==> config.mk <==
export PLATFORM = sky130hd
export DESIGN_NAME = relay_sequencer
export DESIGN_NICKNAME = d
export VERILOG_FILES = /design/src/rtl/relay_seq_pkg.sv /design/src/rtl/relay_sequencer_settle_timer.sv /design/src/rtl/relay_sequencer.sv
export SDC_FILE = /design/constraint.sdc
export NUM_CORES = 1
export LEC_CHECK = 0
export ABC_AREA = 1
export CORE_ASPECT_RATIO = 0.6
export CORE_MARGIN = 8
export CORE_UTILIZATION = 50
export CTS_CLUSTER_SIZE = 30
export DETAILED_ROUTE_END_ITERATION = 7
export DONT_BUFFER_PORTS = 1
export SLEW_MARGIN = 10
export SYNTH_ARGS = -nofsm -noshare
export SYNTH_HDL_FRONTEND = slang
export SYNTH_HIERARCHICAL = 1
export SYNTH_SLANG_ARGS = --single-unit
==> constraint.sdc <==
create_clock -name clk -period 2.19 [get_ports clk]
set_clock_uncertainty 0.1 [all_clocks]
set_input_delay 0.438 -clock clk [delete_from_list [all_inputs] [get_ports clk]]
set_output_delay 0.438 -clock clk [all_outputs]
set_load 0.01 [all_outputs]
==> src/rtl/relay_seq_pkg.sv <==
// relay_seq_pkg: shared types, timer width and one-hot helper for the relay sequencer.
`default_nettype none

package relay_seq_pkg;

  localparam int TIMER_W    = 8;
  localparam int MAX_RELAYS = 16;

  typedef enum logic [2:0] {
    ST_IDLE       = 3'd0,
    ST_OPEN_WAIT  = 3'd1,
    ST_GAP        = 3'd2,
    ST_CLOSE_WAIT = 3'd3,
    ST_DONE       = 3'd4
  } relay_state_t;

  // Outcome of evaluating a request against the currently closed relay.
  typedef enum logic [1:0] {
    DEC_ERR   = 2'd0,
    DEC_NOOP  = 2'd1,
    DEC_OPEN  = 2'd2,
    DEC_CLOSE = 2'd3
  } relay_dec_t;

  function automatic logic [MAX_RELAYS-1:0] onehot(input logic [3:0] sel);
    logic [MAX_RELAYS-1:0] v;
    v      = '0;
    v[sel] = 1'b1;
    return v;
  endfunction

endpackage

`default_nettype wire

==> src/rtl/relay_sequencer_settle_timer.sv <==
// settle_timer: loadable down-counter; expired while the count sits at 1.
`default_nettype none

module settle_timer
  import relay_seq_pkg::*;
(
  input  logic               clk,
  input  logic               rst_n,
  input  logic               i_load,
  input  logic [TIMER_W-1:0] i_count,
  output logic               o_expired
);

  logic [TIMER_W-1:0] r_cnt;

  always_ff @(posedge clk or negedge rst_n) begin
    if (!rst_n) begin
      r_cnt <= '0;
    end else if (i_load) begin
      r_cnt <= i_count;
    end else if (r_cnt != '0) begin
      r_cnt <= r_cnt - 1'b1;
    end
  end

  assign o_expired = (r_cnt == TIMER_W'(1));

endmodule

`default_nettype wire

==> src/rtl/relay_sequencer.sv <==
// relay_sequencer: break-before-make relay bank sequencer; at most one coil energised.
// Revision 1.0
`default_nettype none

module relay_sequencer
  import relay_seq_pkg::*;
#(
  parameter int N_RELAYS = 4,
  parameter int T_SETTLE = 16,
  parameter int T_GAP    = 4
) (
  input  logic                        clk,
  input  logic                        rst_n,
  input  logic                        req_valid,
  output logic                        req_ready,
  input  logic                        req_on,
  input  logic [$clog2(N_RELAYS)-1:0] req_sel,
  output logic [N_RELAYS-1:0]         coil,
  output logic                        busy,
  output logic                        done,
  output logic                        err
);

  localparam int SEL_W = $clog2(N_RELAYS);
  localparam logic [TIMER_W-1:0] c_settle_cnt = TIMER_W'(T_SETTLE);
  localparam logic [TIMER_W-1:0] c_gap_cnt    = TIMER_W'(T_GAP);

  relay_state_t          r_state;
  logic                  r_on;
  logic [N_RELAYS-1:0]   r_oh;
  logic [SEL_W-1:0]      r_sel;
  logic                  r_cur_vld;
  logic [SEL_W-1:0]      r_cur_idx;

  logic                  w_accept;
  logic [MAX_RELAYS-1:0] w_oh_full;
  logic [N_RELAYS-1:0]   w_oh_req;
  logic                  w_oor;
  relay_dec_t            w_dec;
  logic                  w_expired;
  logic                  w_tmr_load;
  logic [TIMER_W-1:0]    w_tmr_count;

  assign w_accept  = req_valid && (r_state == ST_IDLE);
  assign w_oh_full = onehot(4'(req_sel));
  assign w_oh_req  = w_oh_full[N_RELAYS-1:0];

  // An index past the bank lands its one-hot bit above N_RELAYS-1.
  generate
    if (N_RELAYS < MAX_RELAYS) begin : g_oor
      assign w_oor = |w_oh_full[MAX_RELAYS-1:N_RELAYS];
    end else begin : g_no_oor
      assign w_oor = 1'b0;
    end
  endgenerate

  always_comb begin
    w_dec = DEC_NOOP;
    if (req_on && w_oor) begin
      w_dec = DEC_ERR;
    end else if (req_on && r_cur_vld && (req_sel == r_cur_idx)) begin
      w_dec = DEC_NOOP;
    end else if (!req_on && !r_cur_vld) begin
      w_dec = DEC_NOOP;
    end else if (r_cur_vld) begin
      w_dec = DEC_OPEN;
    end else begin
      w_dec = DEC_CLOSE;
    end
  end

  // The shared timer is reloaded on the same edge that enters each wait state.
  always_comb begin
    w_tmr_load  = 1'b0;
    w_tmr_count = c_settle_cnt;
    case (r_state)
      ST_IDLE: begin
        if (w_accept && ((w_dec == DEC_OPEN) || (w_dec == DEC_CLOSE))) begin
          w_tmr_load = 1'b1;
        end
      end
      ST_OPEN_WAIT: begin
        if (w_expired && r_on) begin
          w_tmr_load  = 1'b1;
          w_tmr_count = (T_GAP == 0) ? c_settle_cnt : c_gap_cnt;
        end
      end
      ST_GAP: begin
        if (w_expired) begin
          w_tmr_load = 1'b1;
        end
      end
      default: begin
        w_tmr_load = 1'b0;
      end
    endcase
  end

  settle_timer u_timer (
    .clk       (clk),
    .rst_n     (rst_n),
    .i_load    (w_tmr_load),
    .i_count   (w_tmr_count),
    .o_expired (w_expired)
  );

  always_ff @(posedge clk or negedge rst_n) begin
    if (!rst_n) begin
      r_state   <= ST_IDLE;
      r_on      <= 1'b0;
      r_oh      <= '0;
      r_sel     <= '0;
      r_cur_vld <= 1'b0;
      r_cur_idx <= '0;
      coil      <= '0;
      done      <= 1'b0;
      err       <= 1'b0;
    end else begin
      case (r_state)
        ST_IDLE: begin
          if (w_accept) begin
            r_on  <= req_on;
            r_oh  <= w_oh_req;
            r_sel <= req_sel;
            case (w_dec)
              DEC_ERR: begin
                done    <= 1'b1;
                err     <= 1'b1;
                r_state <= ST_DONE;
              end
              DEC_NOOP: begin
                done    <= 1'b1;
                r_state <= ST_DONE;
              end
              DEC_OPEN: begin
                coil      <= '0;
                r_cur_vld <= 1'b0;
                r_state   <= ST_OPEN_WAIT;
              end
              default: begin
                coil      <= w_oh_req;
                r_cur_vld <= 1'b1;
                r_cur_idx <= req_sel;
                r_state   <= ST_CLOSE_WAIT;
              end
            endcase
          end
        end
        ST_OPEN_WAIT: begin
          if (w_expired) begin
            if (!r_on) begin
              done    <= 1'b1;
              r_state <= ST_DONE;
            end else if (T_GAP == 0) begin
              coil      <= r_oh;
              r_cur_vld <= 1'b1;
              r_cur_idx <= r_sel;
              r_state   <= ST_CLOSE_WAIT;
            end else begin
              r_state <= ST_GAP;
            end
          end
        end
        ST_GAP: begin
          if (w_expired) begin
            coil      <= r_oh;
            r_cur_vld <= 1'b1;
            r_cur_idx <= r_sel;
            r_state   <= ST_CLOSE_WAIT;
          end
        end
        ST_CLOSE_WAIT: begin
          if (w_expired) begin
            done    <= 1'b1;
            r_state <= ST_DONE;
          end
        end
        ST_DONE: begin
          done    <= 1'b0;
          err     <= 1'b0;
          r_state <= ST_IDLE;
        end
        default: begin
          coil    <= '0;
          done    <= 1'b0;
          err     <= 1'b0;
          r_state <= ST_IDLE;
        end
      endcase
    end
  end

  assign req_ready = (r_state == ST_IDLE);
  assign busy      = (r_state != ST_IDLE);

  a_coil_onehot0 : assert property (@(posedge clk) disable iff (!rst_n)
    $onehot0(coil));

  a_break_before_make : assert property (@(posedge clk) disable iff (!rst_n)
    ((coil != '0) && ($past(coil) != '0)) |-> (coil == $past(coil)));

endmodule

`default_nettype wire

==> impl_metrics.csv <==
group,metric,value,unit
outcome,outcome,"completed",
flow_run,drv_cap,0,
synthesis,yosysTopAreaCellShare,0.392,
synthesis,yosys.area.top_type,"dfrtp_1",
placed_design,place_congestion,0.860,
detailed_routing,vias_per_cell,4.90,
synthesis,synthAdderAreaFrac,0.0218,
floorplan,die_h,61.5,um
clock_tree,worstSkewPairLatency,0.27,ns
timing,fin_crit,2.01,ns
placed_design,io_buffers,0,
hold_path,hp-class,"input port to flip-flop",
hold_path,min_from,"req_sel[1]",
clock_tree,cts_inserted_buffers,3,
worst_setup_path,worstPathCellList,"nor2_4, nand2_4, nor2_4, inv_2, o21ai_1, inv_2, nand3_4, nor2_8, inv_6, o21ai_2, nor2_2",
worst_setup_path,endpoint_kind,"flip-flop",
synthesis,synth_edf_count,0,
floorplan,core,3280,um2
synthesis,synth_cells,229,
worst_setup_path,r2r.worst_path.cells,11,
finish,num_antenna_cells,0,
synthesis,netlist_area,1720,um2
global_routing,overflow,0,
timing,min_period_over_period,0.919,
detailed_routing,post_drt_wl_per_cell,12.9,um
worst_setup_path,crit-reg2reg-launch,"r_state[2]$_DFFE_PN0P_",
floorplan,die-area,5640,um2
synthesis,ys_warn_count,6,
finish,fin_util,0.561,
clock_tree,clk_path_buf_depth,2,
hold_path,min_path_cells,1,
floorplan,num_rows,16,
timing,rsz0062_at_grt,"false",
detailed_routing,first_pass_iters,4,
floorplan,die_w,91.8,um
power_and_ir_drop,powerDensity,1390,nW/um2
timing,finalMaxSlewViolations,0,
synthesis,ys_ff_latch,27,
detailed_routing,drt_iter0_markers,79,
timing,finalSetupTns,0,ns
clock_tree,htree_levels,1,
worst_setup_path,cp.required,2.31,ns
finish,postLayoutCellArea,1840,um2
synthesis,synth-compound-area-share,0.118,
floorplan,start_util,0.525,
worst_setup_path,cp-start-kind,"flip-flop",
worst_setup_path,timing_worst_setup_path_type,"flip-flop to flip-flop",
detailed_routing,num_vias,1381,
synthesis,syn_avg_cell_area,7.53,um2
finish,fin_nets,247,
synthesis,synthTopCellsByArea,"dfrtp_1 (39%), nand2_1 (16%), inv_1 (5.0%), o21ai_0 (4.4%), nor2_1 (3.7%)",
global_routing,grt_pass1_vias,1314,
synthesis,synth-xor-area-share,0,
clock_tree,cts_tree,"yes",
worst_setup_path,critPathMaxFanout,11,
worst_setup_path,r2r_slack,0.18,ns
finish,drive_above_1_share,0.194,
finish,syn_to_final_growth,6.75,%
detailed_routing,ant_nets,0,
global_routing,grt.total_usage,0.140,
synthesis,async_flop_share,1.00,
clock_tree,cts_root_buffer,"clkbuf_8",
global_routing,grt_pass1_wl,6280,um
worst_setup_path,slowest_stage,"dfrtp_1",
synthesis,synth_common_cells,"nand2_1 (73), dfrtp_1 (27), inv_1 (23)",
clock_tree,cts.clk_slew.worst_paths,0.09,ns
clock_tree,clock-sinks,27,
power_and_ir_drop,irDropWorstVdd,0.579,mV
clock_tree,cts_setup_buffers,0,
synthesis,synth_top_family_by_area,"simple AND/OR/NAND/NOR gates",
timing,max_freq,0.497,GHz
timing,hold_viol_final,0,
worst_setup_path,reg2reg_to,"u_timer/r_cnt[6]$_DFFE_PN0P_",
placed_design,placed_area,1770,um2
global_routing,antenna_found_initial,0,
synthesis,synth_flop_cell,"dfrtp_1",
hold_path,hold_end,"r_oh[0]$_DFFE_PN0P_",
finish,fillerInstances,334,
worst_setup_path,critPathMaxStageDelay,0.48,ns
power_and_ir_drop,total_leakage_power,0.951,nW
synthesis,synth_seq_area_share,0.392,
timing,setup_viol,0,
detailed_routing,wl,3650,um
synthesis,synth_simple_gate_area_frac,0.364,
placed_design,dpl.hpwl,2810,um
global_routing,grt_max_degree,28,
synthesis,post-synth-top-count-cell,"nand2_1",
detailed_routing,drc,0,
floorplan,ioPinCount,14,
worst_setup_path,cp.arrival,2.13,ns
synthesis,synthMuxAreaShare,0,
synthesis,ys_types,28,
timing,whs,0.147,ns
registers in the layout, indices dropped and copies added, names as in the netlist:
| register | flops |
|---|---|
| r_cur_idx | 2 |
| r_on | 1 |
| r_sel | 2 |
| u_timer/r_cnt | 8 |
| r_state | 3 |
| err | 1 |
| coil | 4 |
| r_cur_vld | 1 |
| r_oh | 4 |
| done | 1 |
layout make-up:
type	count	area, um2	share of cell area
clock buffer	4	45.0	0.0245
inverter	33	134	0.0727
multi-input combinational	170	892	0.485
sequential	27	676	0.367
tap	45	56.3	0.0306
timing repair buffer	3	37.5	0.0204
worst max-delay path by stage:
stage | startpoint | end | depth (start not counted)
after floorplan | r_state[1]$_DFFE_PN0P_ | u_timer/r_cnt[5]$_DFFE_PN0P_ | 12
after global placement | r_state[2]$_DFFE_PN0P_ | u_timer/r_cnt[6]$_DFFE_PN0P_ | 11
after detailed placement | r_state[2]$_DFFE_PN0P_ | u_timer/r_cnt[6]$_DFFE_PN0P_ | 11
after CTS | r_state[2]$_DFFE_PN0P_ | u_timer/r_cnt[6]$_DFFE_PN0P_ | 11
after global routing | r_state[2]$_DFFE_PN0P_ | u_timer/r_cnt[6]$_DFFE_PN0P_ | 11
final | r_state[2]$_DFFE_PN0P_ | u_timer/r_cnt[6]$_DFFE_PN0P_ | 11
cell usage in the layout, fill, tap and decap left out:
master / n
o31ai_1: 1
nor2_4: 4
nor2_1: 17
nor2_2: 5
dlygate4sd3_1: 1
o21ai_2: 6
dfrtp_1: 27
ha_1: 3
a21oi_2: 1
nor2_8: 1
inv_1: 23
a21oi_1: 6
clkbuf_8: 3
nand2_2: 7
nand2_4: 1
nor3_1: 6
clkbuf_1: 1
inv_2: 8
inv_6: 2
conb_1: 6
o21ai_0: 15
nand3_4: 2
o31ai_2: 2
nor3_2: 1
buf_12: 1
nand3_1: 10
buf_4: 1
nand3b_1: 1
or2_2: 1
o21ai_1: 1
nand2_1: 73
what timing repair did:
action / 4_1_cts / 5_1_grt
hold endpoints to repair: 27 / 0
hold buffers: 2 / 0
gates resized for setup: 0 / 0
per-layer routing:
layer / GRT usage / wire length [um] / vias to the layer above
li1: - / - / 725
met1: 0.206 / 2040 / 624
met2: 0.203 / 1380 / 30
met3: 0.0377 / 224 / 2
met4: 0.0159 / 7 / 0
met5: 0 / 0 / -
cell families after synthesis:
family | after synthesis
flip-flops | 27
AND/OR/NAND/NOR | 129
AO/OA/AOI/OAI | 32
buffers and inverters | 37
other | 1
adder cells (fa/ha/maj) | 3
critical path: cells and delay by family (launching register included):
| kind | cells | cell delay (ns) |
|---|---|---|
| simple gates | 6 | 0.75 |
| flops | 1 | 0.48 |
| buf+inv | 3 | 0.35 |
| compound gates | 2 | 0.28 |
per-stage QoR:
stage / worst slack (ns) / cells / power, W
finish: 0.177 / 282 / 0.00255
global route: 0.0129 / 282 / 0.00282
CTS: 0.173 / 282 / 0.00256
detailed placement: 0.206 / 276 / 0.00226
global placement: 0.265 / 276 / 0.00224
floorplan: 0.202 / 234 / 0.00201
power breakdown:
part	total (W)	internal, W	switching (W)
Clock	0.000283	0.000130	0.000153
Combinational	0.00132	0.000447	0.000871
Sequential	0.000952	0.000733	0.000218
Total	0.00255	0.00131	0.00124
Power figures use the tool's default switching activity.
